--- src/rtl/lab2_proc_iter_muldiv_pkg.sv ---
// Shared definitions for the lab2 iterative mul/div unit:
// op encodings, FSM states and req_msg field offsets.
package lab2_proc_muldiv_pkg;

  localparam logic [2:0] OP_MUL  = 3'd0;
  localparam logic [2:0] OP_DIV  = 3'd1;
  localparam logic [2:0] OP_DIVU = 3'd2;
  localparam logic [2:0] OP_REM  = 3'd3;
  localparam logic [2:0] OP_REMU = 3'd4;

  typedef enum logic [1:0] {
    ST_IDLE,
    ST_CALC,
    ST_DONE
  } state_e;

  function automatic int msg_w(input int nbits);
    return 3 + 2 * nbits;
  endfunction

  function automatic int op_lsb(input int nbits);
    return 2 * nbits;
  endfunction

  function automatic int a_lsb(input int nbits);
    return nbits;
  endfunction

  function automatic int b_lsb(input int nbits);
    return 0 * nbits;
  endfunction

endpackage

--- src/rtl/lab2_proc_iter_muldiv_if.sv ---
// val/rdy request and response channels of the mul/div unit.
// master = requester (X stage), slave = the unit.
interface lab2_proc_iter_muldiv_if #(
  parameter int NBITS = 32
);
  import lab2_proc_muldiv_pkg::*;

  logic                      req_val;
  logic                      req_rdy;
  logic [msg_w(NBITS)-1:0]   req_msg;
  logic                      resp_val;
  logic                      resp_rdy;
  logic [NBITS-1:0]          resp_msg;

  modport master (
    output req_val, req_msg, resp_rdy,
    input  req_rdy, resp_val, resp_msg
  );

  modport slave (
    input  req_val, req_msg, resp_rdy,
    output req_rdy, resp_val, resp_msg
  );

endinterface

--- src/rtl/lab2_proc_iter_muldiv_ctrl.sv ---
// Control FSM: handshakes, iteration counter, early exit.
// Early MUL exit is enabled by LAB2_PROC_MULDIV_EARLY_EXIT_EN.
module lab2_proc_iter_muldiv_ctrl
  import lab2_proc_muldiv_pkg::*;
#(
  parameter int NBITS = 32
) (
  input  logic clk,
  input  logic reset,
  input  logic req_val,
  input  logic resp_rdy,
  input  logic special,
  input  logic is_mul,
  input  logic b_next_zero,
  output logic req_rdy,
  output logic resp_val,
  output logic accept,
  output logic calc,
  output logic last
);

  localparam int CW = $clog2(NBITS);
  localparam logic [CW-1:0] CNT_MAX = CW'(NBITS - 1);

  state_e        state;
  logic [CW-1:0] cnt;
  logic          early;

`ifdef LAB2_PROC_MULDIV_EARLY_EXIT_EN
  assign early = is_mul && b_next_zero;
`else
  logic unused_ee;
  assign early     = 1'b0;
  assign unused_ee = is_mul ^ b_next_zero;
`endif

  assign req_rdy = (state == ST_IDLE) && !reset;
  assign accept  = req_val && req_rdy;
  assign calc    = (state == ST_CALC);
  assign last    = calc && ((cnt == CNT_MAX) || early);

  // State, counter and registered resp_val
  always_ff @(posedge clk) begin
    if (reset) begin
      state    <= ST_IDLE;
      cnt      <= '0;
      resp_val <= 1'b0;
    end else begin
      unique case (state)
        ST_IDLE: begin
          if (accept) begin
            cnt      <= '0;
            state    <= special ? ST_DONE : ST_CALC;
            resp_val <= special;
          end
        end
        ST_CALC: begin
          cnt <= cnt + 1'b1;
          if (last) begin
            cnt      <= '0;
            state    <= ST_DONE;
            resp_val <= 1'b1;
          end
        end
        ST_DONE: begin
          if (resp_rdy) begin
            state    <= ST_IDLE;
            resp_val <= 1'b0;
          end
        end
        default: begin
          state    <= ST_IDLE;
          resp_val <= 1'b0;
        end
      endcase
    end
  end

endmodule

--- src/rtl/lab2_proc_iter_muldiv.sv ---
// Iterative MUL/DIV/DIVU/REM/REMU unit, one bit per cycle.
// Optional: LAB2_PROC_MULDIV_EARLY_EXIT_EN (early MUL exit).
module lab2_proc_iter_muldiv
  import lab2_proc_muldiv_pkg::*;
#(
  parameter int NBITS = 32
) (
  input logic                      clk,
  input logic                      reset,
  lab2_proc_iter_muldiv_if.slave   io
);

  localparam int N      = NBITS;
  localparam int OP_LSB = op_lsb(N);
  localparam int A_LSB  = a_lsb(N);
  localparam int B_LSB  = b_lsb(N);
  localparam logic [N-1:0] MIN = {1'b1, {(N-1){1'b0}}};

  logic [2:0]   op_in;
  logic [N-1:0] a_in, b_in;
  logic         is_sdiv, is_div, is_q;
  logic         illegal, dz, ovf, special;
  logic [N-1:0] spec_val, mag_a, mag_b;

  logic [2:0]     op_q;
  logic           neg_q;
  logic [N-1:0]   a_q, b_q, res_q;
  logic [2*N-1:0] rq, rq_next;

  logic [N:0]   rem_sh, diff;
  logic [N-1:0] raw, fin;
  logic         accept, calc, last;

  assign op_in = io.req_msg[OP_LSB +: 3];
  assign a_in  = io.req_msg[A_LSB +: N];
  assign b_in  = io.req_msg[B_LSB +: N];

  // Request decode: special cases and operand magnitudes
  always_comb begin
    is_sdiv  = (op_in == OP_DIV) || (op_in == OP_REM);
    is_div   = is_sdiv || (op_in == OP_DIVU)
            || (op_in == OP_REMU);
    is_q     = (op_in == OP_DIV) || (op_in == OP_DIVU);
    illegal  = (op_in > OP_REMU);
    dz       = is_div && (b_in == '0);
    ovf      = is_sdiv && (a_in == MIN) && (b_in == '1);
    special  = illegal || dz || ovf;
    spec_val = '0;
    unique case (1'b1)
      illegal: spec_val = '0;
      dz:      spec_val = is_q ? '1 : a_in;
      ovf:     spec_val = is_q ? MIN : '0;
      default: spec_val = '0;
    endcase
    mag_a = (is_sdiv && a_in[N-1]) ? -a_in : a_in;
    mag_b = (is_sdiv && b_in[N-1]) ? -b_in : b_in;
  end

  // One iteration: shift-add or restoring-divide step
  always_comb begin
    rem_sh  = rq[2*N-1:N-1];
    diff    = rem_sh - {1'b0, a_q};
    rq_next = rq;
    if (op_q == OP_MUL)
      rq_next[N-1:0] = rq[N-1:0] + (b_q[0] ? a_q : '0);
    else if (!diff[N])
      rq_next = {diff[N-1:0], rq[N-2:0], 1'b1};
    else
      rq_next = {rem_sh[N-1:0], rq[N-2:0], 1'b0};
    raw = ((op_q == OP_REM) || (op_q == OP_REMU))
        ? rq_next[2*N-1:N] : rq_next[N-1:0];
    fin = neg_q ? -raw : raw;
  end

  // Datapath registers and result register
  always_ff @(posedge clk) begin
    if (reset) begin
      op_q  <= OP_MUL;
      neg_q <= 1'b0;
      a_q   <= '0;
      b_q   <= '0;
      rq    <= '0;
      res_q <= '0;
    end else if (accept) begin
      op_q <= op_in;
      b_q  <= b_in;
      if (special)
        res_q <= spec_val;
      if (op_in == OP_MUL) begin
        a_q   <= a_in;
        rq    <= '0;
        neg_q <= 1'b0;
      end else begin
        a_q   <= mag_b;
        rq    <= {{N{1'b0}}, mag_a};
        neg_q <= (op_in == OP_DIV) ? (a_in[N-1] ^ b_in[N-1])
               : (op_in == OP_REM) ? a_in[N-1] : 1'b0;
      end
    end else if (calc) begin
      rq <= rq_next;
      if (op_q == OP_MUL) begin
        a_q <= a_q << 1;
        b_q <= b_q >> 1;
      end
      if (last)
        res_q <= fin;
    end
  end

  assign io.resp_msg = res_q;

  lab2_proc_iter_muldiv_ctrl #(
    .NBITS (N)
  ) u_ctrl (
    .clk         (clk),
    .reset       (reset),
    .req_val     (io.req_val),
    .resp_rdy    (io.resp_rdy),
    .special     (special),
    .is_mul      (op_q == OP_MUL),
    .b_next_zero (b_q[N-1:1] == '0),
    .req_rdy     (io.req_rdy),
    .resp_val    (io.resp_val),
    .accept      (accept),
    .calc        (calc),
    .last        (last)
  );

endmodule

--- src/flat_wrapper.sv ---
// flat-port wrapper written by rule: the top's interface ports become plain ports
module lab2_proc_iter_muldiv_flat import lab2_proc_muldiv_pkg::*;
#(
  parameter int NBITS = 32
)
  (clk, reset, io_req_val, io_req_msg, io_resp_rdy, io_req_rdy, io_resp_val, io_resp_msg);
  lab2_proc_iter_muldiv_if #(.NBITS(NBITS)) io_i ();
  input logic clk;
  input logic reset;
  input wire logic [$bits(io_i.req_val)-1:0] io_req_val;
  input wire logic [$bits(io_i.req_msg)-1:0] io_req_msg;
  input wire logic [$bits(io_i.resp_rdy)-1:0] io_resp_rdy;
  output wire logic [$bits(io_i.req_rdy)-1:0] io_req_rdy;
  output wire logic [$bits(io_i.resp_val)-1:0] io_resp_val;
  output wire logic [$bits(io_i.resp_msg)-1:0] io_resp_msg;
  assign io_i.req_val = io_req_val;
  assign io_i.req_msg = io_req_msg;
  assign io_i.resp_rdy = io_resp_rdy;
  assign io_req_rdy = io_i.req_rdy;
  assign io_resp_val = io_i.resp_val;
  assign io_resp_msg = io_i.resp_msg;
  lab2_proc_iter_muldiv #(.NBITS(NBITS)) u_core (.clk(clk), .reset(reset), .io(io_i));
endmodule
--- config.mk ---
export PLATFORM = sky130hd
export DESIGN_NAME = lab2_proc_iter_muldiv_flat
export DESIGN_NICKNAME = d
export VERILOG_FILES = /design/src/rtl/lab2_proc_iter_muldiv_pkg.sv /design/src/rtl/lab2_proc_iter_muldiv_if.sv /design/src/rtl/lab2_proc_iter_muldiv_ctrl.sv /design/src/rtl/lab2_proc_iter_muldiv.sv /design/src/flat_wrapper.sv
export SDC_FILE = /design/constraint.sdc
export NUM_CORES = 1
export LEC_CHECK = 0
export BUFFER_PORTS_ARGS = -buffer_cell sky130_fd_sc_hd__buf_4
export CELL_PAD_IN_SITES_DETAIL_PLACEMENT = 0
export CELL_PAD_IN_SITES_GLOBAL_PLACEMENT = 1
export CORE_ASPECT_RATIO = 0.75
export CORE_MARGIN = 1.5
export CORE_UTILIZATION = 45
export CTS_CLUSTER_SIZE = 14
export DETAILED_ROUTE_END_ITERATION = 10
export MAX_ROUTING_LAYER = met4
export PLACE_DENSITY = 0.79
export SYNTH_ARGS = -nofsm -noshare
export SYNTH_HDL_FRONTEND = slang
export SYNTH_HIERARCHICAL = 1
export SYNTH_SLANG_ARGS = --single-unit
--- constraint.sdc ---
create_clock -name clk -period 9.7 [get_ports clk]
set_input_delay 0.97 -clock clk [delete_from_list [all_inputs] [get_ports clk]]
set_output_delay 0.97 -clock clk [all_outputs]
set_load 0.005 [all_outputs]
* Word-level counts from Yosys, hierarchy flattened
Cells that the tools add are included.
W data, S select, Z words.
** Storage, ports and cells
- Memory bits (read-only) :: 0
- Latch bits :: 0
- Bits of input ports :: 71
- Register bits :: 172
- RAM bits :: 0
- Memories :: 0
- Word-level logic and storage cells :: 100
- Output and inout bits :: 34
** Operators by class
- Reduce and logical (&&, ||, !) cells :: 28
- Equal/unequal tests :: 15
- $mul :: 0
- Multiplexer cells :: 40
- Order comparisons :: 1
- Shift-type cells :: 0
- Add/sub/neg operators :: 6
- Divide/modulo/power cells :: 0
- Bitwise operators :: 1
** Operators by type and width (number)
- $mux W32 :: 21
- $mux W64 :: 3
- $neg A32 Y32 :: 3
- $eq A32 B32 Y1 const B :: 2
- $pmux W32 S2 :: 1
- $sub A33 B32 Y33 :: 1
- $add A32 B32 Y32 :: 1
- $logic_not A32 Y1 :: 1
- $mux W5 :: 2
- $pmux W5 S2 :: 1
- $eq A3 B2 Y1 const B :: 3
- $logic_and A1 B1 Y1 :: 8
- $mux W2 :: 4
- $reduce_bool A2 Y1 :: 4
- $logic_or A1 B1 Y1 :: 7
- $eq A3 B3 Y1 const B :: 2
- $logic_not A3 Y1 :: 2
- $mux W1 :: 6
- $pmux W2 S3 :: 1
- $reduce_and A3 Y1 :: 2
- $add A5 B1 Y5 const B :: 1
- $eq A5 B5 Y1 const B :: 1
- $ne A2 B1 Y1 const B :: 2
- $ne A2 B2 Y1 const B :: 2
- 9 further kinds :: 10

* Logic depth before layout (Yosys ltp)
- Word-level depth :: 10
- Mapped depth :: 19
- Gate-level depth less buffers :: 18

* By module
Netlist, hierarchy kept.
** By module, submodules not included
- lab2_proc_iter_muldiv :: cells each 2184, area each 15323.4 um^2, sequential area each 3283.1 um^2, instances 1
- lab2_proc_iter_muldiv_ctrl :: cells each 42, area each 362.8 um^2, sequential area each 140.1 um^2, instances 1

* Worst setup path before layout
Ideal clock, no wire load.
- Path type :: reg-to-reg
- Start point :: reg u_core.b_q[0]
- End point :: reg u_core.res_q[31] (netlist: u_core/io.resp_msg[31])
- Cell stages (with the launch flop) :: 18
- Data required time :: 9.567 ns
- Clock period less this slack :: 4.427 ns
- Arrival time :: 4.294 ns
- Setup slack :: 5.273 ns
- Setup time :: 0.133 ns
- Path buffers :: 2
- Cells stage by stage :: dfxtp_1 -> clkbuf_1 -> and2_1 -> ha_1 -> fa_1 -> a21o_1 -> a221oi_4 -> o21a_1 -> o21ai_1 -> a221o_1 -> or2_1 -> o211a_1 -> or4_4 -> or3_1 -> buf_6 -> nor4_4 -> mux2i_1 -> nor4_2
** On the way
- Longest elaborated chain between the ends :: 9
** Ends and longest elaborated chain
- start, declared :: RTL line lab2_proc_iter_muldiv.sv:27 : logic [N-1:0] a_q, b_q, res_q;
- start signal, assigned :: RTL line lab2_proc_iter_muldiv.sv:86 : b_q <= b_in;
- start signal, assigned :: RTL line lab2_proc_iter_muldiv.sv:103 : b_q <= b_q >> 1;
- $mux W32 * :: RTL line lab2_proc_iter_muldiv.sv:65 : rq_next[N-1:0] = rq[N-1:0] + (b_q[0] ? a_q : '0);
- $add A32 B32 Y32 * :: RTL line lab2_proc_iter_muldiv.sv:65
- $mux W32 * :: RTL line lab2_proc_iter_muldiv.sv:64 : if (op_q == OP_MUL)
- $mux W32 * :: RTL line lab2_proc_iter_muldiv.sv:71 : ? rq_next[2*N-1:N] : rq_next[N-1:0];
- $neg A32 Y32 :: RTL line lab2_proc_iter_muldiv.sv:72 : fin = neg_q ? -raw : raw;
- $mux W32 * :: RTL line lab2_proc_iter_muldiv.sv:72
- $mux W32 * :: RTL line lab2_proc_iter_muldiv.sv:105 : if (last)
- $mux W32 * :: RTL line lab2_proc_iter_muldiv.sv:99 : end else if (calc) begin
- $mux W32 * :: RTL line lab2_proc_iter_muldiv.sv:84 : end else if (accept) begin
- end signal, assigned :: RTL line lab2_proc_iter_muldiv.sv:88 : res_q <= spec_val;
- end signal, assigned :: RTL line lab2_proc_iter_muldiv.sv:106 : res_q <= fin;
- end, declared :: RTL line lab2_proc_iter_muldiv.sv:27
Mark *: on every way between the ends. The rest lies on a longest branch, timed or not. The select of a mux whose other input is x is not followed.
A chain may end at the register's enable or synchronous reset.

* Worst setup path in the final report
- Start point :: reg u_core.rq[31]
- End point :: reg u_core.res_q[31] (netlist: u_core/io.resp_msg[31])
** On the way
- Longest elaborated chain between the ends :: 9
- Elaborated cells on any way between the ends :: 11
- Classes of those cells :: add/sub: 3; mux: 8
** Ends and longest elaborated chain
- start, declared :: RTL line lab2_proc_iter_muldiv.sv:28 : logic [2*N-1:0] rq, rq_next;
- start signal, assigned :: RTL line lab2_proc_iter_muldiv.sv:95 : rq <= {{N{1'b0}}, mag_a};
- start signal, assigned :: RTL line lab2_proc_iter_muldiv.sv:100 : rq <= rq_next;
- $sub A33 B32 Y33 :: RTL line lab2_proc_iter_muldiv.sv:62 : diff = rem_sh - {1'b0, a_q};
- $mux W64 :: RTL line lab2_proc_iter_muldiv.sv:66 : else if (!diff[N])
- $mux W32 :: RTL line lab2_proc_iter_muldiv.sv:64
- $mux W32 * :: RTL line lab2_proc_iter_muldiv.sv:71
- $neg A32 Y32 :: RTL line lab2_proc_iter_muldiv.sv:72
- $mux W32 * :: RTL line lab2_proc_iter_muldiv.sv:72
- $mux W32 * :: RTL line lab2_proc_iter_muldiv.sv:105
- $mux W32 * :: RTL line lab2_proc_iter_muldiv.sv:99
- $mux W32 * :: RTL line lab2_proc_iter_muldiv.sv:84
Marked as above.

==> impl_metrics.csv <==
group,metric,value,unit
run_status,status,"finished, final reports clean",
timing,finClkSkew,12.2,ps
global_routing,grt_usage,38.3,%
setup_path,crit_cells,17,
setup_path,startpoint_type,"flop",
setup_path,crit_path_cell_trace,"inv_1 > ha_1 > inv_1 > fa_1 > nand3_1 > a21oi_2 > o2111ai_1 > a21oi_1 > a211oi_4 > buf_4 > mux2i_1 > mux2i_1 > or4_4 > or3_1 > nor4_4 > mux2i_1 > nor4_2",
yosys,syn-cell-area,15600,µm²
cells_and_area,nNetsFinal,2348,
timing,fmax,0.168,GHz
timing,drv_slew,0,
route,ant_nets,0,
hold_path,hold_path_class,"flop to flop",
setup_path,worstSetupPathType,"flop to flop",
setup_path,r2r_end,"u_core/io.resp_msg[31]",
clock_network,clock-sinks,171,
timing,period_share,61.3,%
die,die_area,35900,µm²
place,dpl.hpwl,51700,µm
route,drt-wirelength-per-cell,25.2,µm
setup_path,crit_end,"u_core/io.resp_msg[31]",
timing,tns,0,ps
flow_run,maxCapViolCount,0,
clock_network,worst_skew_pair.late_latency,460,ps
cells_and_area,seqCellArea,3420,µm²
die,initial_core_util,46.2,%
clock_network,hold_buffers,0,
cells_and_area,multi_input_area,11400,µm²
clock_network,post_cts_buffers,0,
yosys,avgSynthCellArea,7.05,µm²
setup_path,crit_family,"simple AND/OR/NAND/NOR gates",
setup_path,rr_startpoint,"u_core/rq[31]",
die,core_area,33800,µm²
global_routing,grt_pass1_vias,15500,
setup_path,cp_slowest_cell,"a211oi_4",
setup_path,ff2ff_path_depth,17,
power,ir_drop,109,µV
setup_path,path_common_cell,"mux2i_1",
global_routing,grt_max_degree,87,
die,die_h,164,µm
die,die_width,218,µm
place,place.gp.congestion,1.00,
timing,finalSetupViolCount,0,
setup_path,crit_start,"u_core/rq[31]",
die,placementRows,58,
setup_path,end_kind,"flop",
cells_and_area,diodes,0,
route,wirelength,67200,µm
global_routing,grt.overflow.total,0,
setup_path,cpPeakStageDelay,830,ps
timing,relSlewSlack,29.5,%
route,viasPerCell,6.50,
setup_path,crit_fanout,27,
timing,rsz0062_at_grt,"false",
setup_path,r2r_setup_slack,3750,ps
place,io_buffer_count,104,
timing,holdWs,470,ps
clock_network,cts_resized,0,
clock_network,cts_buffers,17,
timing,period_minus_slack,5950,ps
setup_path,critical_path_arrival,6250,ps
clock_network,clk_pin_slew,70,ps
timing,tightest_slew,1060,ps
cells_and_area,syn_to_final_growth,9.67,%
cells_and_area,fill_cells,3503,
power,powerDensity,151,nW/µm²
yosys,synth_cells,2215,
die,io-pin-count,105,
timing,hold_violations,0,
yosys,synth_warnings,6,
clock_network,htreeDepth,4,
global_routing,grt_first_pass_wirelength,99600,µm
power,leakagePower,6.71,nW
setup_path,path_buf_inv,3,
yosys,synthesis.nets,2357,
clock_network,cts_tree,"yes",
cells_and_area,drive_above_1_share,8.97,%
clock_network,clockBufferDepth,2,
setup_path,required,10000,ps
route,vias,17300,
route,dr.pass1.iters,5,
route,drc,0,
route,drt_iter0_drc,2455,
global_routing,antenna_found_initial,1,
clock_network,root_buffer,"clkbuf_16",
[registers in the layout, summed over array words and instances, names as in the netlist]
signal                  count
u_core/a_q                 32
u_core/neg_q                1
u_core/op_q                 3
u_core/u_ctrl/cnt           5
u_core/b_q                 32
u_core/io.resp_msg         32
u_core/u_ctrl/state         1
u_core/u_ctrl/resp_val      1
u_core/rq                  64
[routing by layer]
layer,track usage [%],part of all wire [%],vias up
met3,7.00,10,107
met5,-,0,-
met4,13.3,3.5,0
li1,-,-,8055
met1,54.9,46,8281
met2,53.0,41,901
[how the worst min path moves through the flow]
stage,from,slack [ps],endpoint,depth (start not counted)
after floorplan,u_core/u_ctrl/cnt[3],430,u_core/u_ctrl/cnt[3],1
after global placement,u_core/u_ctrl/cnt[3],450,u_core/u_ctrl/cnt[3],1
after detailed placement,u_core/io.resp_msg[1],460,u_core/io.resp_msg[1],2
after CTS,u_core/io.resp_msg[1],470,u_core/io.resp_msg[1],2
after global routing,u_core/io.resp_msg[15],510,u_core/io.resp_msg[15],2
final,u_core/io.resp_msg[1],470,u_core/io.resp_msg[1],2
[cell usage in the layout (no fill, tap or decap), types with 58 or more instances in the layout]
master / count
o21ai_0: 119
ha_1: 69
nand2_1: 214
inv_1: 68
mux2i_1: 67
buf_4: 126
a211oi_1: 96
xnor2_1: 58
nor2_1: 328
dfxtp_1: 171
a21oi_1: 213
[area by class of cell]
| cell class | instances | share of cell area [%] |
|---|---|---|
| Multi-Input combinational cell | 1821 | 66.3 |
| Sequential cell | 171 | 20.0 |
| Timing Repair Buffer | 126 | 5.52 |
| Tap cell | 450 | 3.29 |
| Clock buffer | 19 | 2.59 |
| Inverter | 69 | 1.51 |
| Clock inverter | 12 | 0.811 |
[report_power, final]
group	internal [mW]	switching (mW)
Clock	0.389	0.333
Combinational	0.357	0.723
Sequential	0.747	0.0455
[worst register-to-register path, cell delays in order (launching register included)]
cell and delay (ps):
dfxtp_1 360, inv_1 100, ha_1 170, inv_1 60, fa_1 450, nand3_1 140, a21oi_2 80, o2111ai_1 470
a21oi_1 250, a211oi_4 830, buf_4 450, mux2i_1 340, mux2i_1 250, or4_4 620, or3_1 590, nor4_4 290
mux2i_1 260, nor4_2 80
[per-stage QoR]
step | worst slack, ps | instances | util (%) | instance area [µm²] | total power, mW
global route | 3320 | 2668 | 50.7 | 17100 | 2.71
finish | 3750 | 2668 | 50.7 | 17100 | 2.59
detailed placement | 3830 | 2637 | 48.9 | 16500 | 1.85
global placement | 3980 | 2637 | 48.9 | 16500 | 1.85
floorplan | 5270 | 2215 | - | 15600 | 1.50
CTS | 3810 | 2668 | 50.7 | 17100 | 2.57
Power figures use the tool's default switching activity.
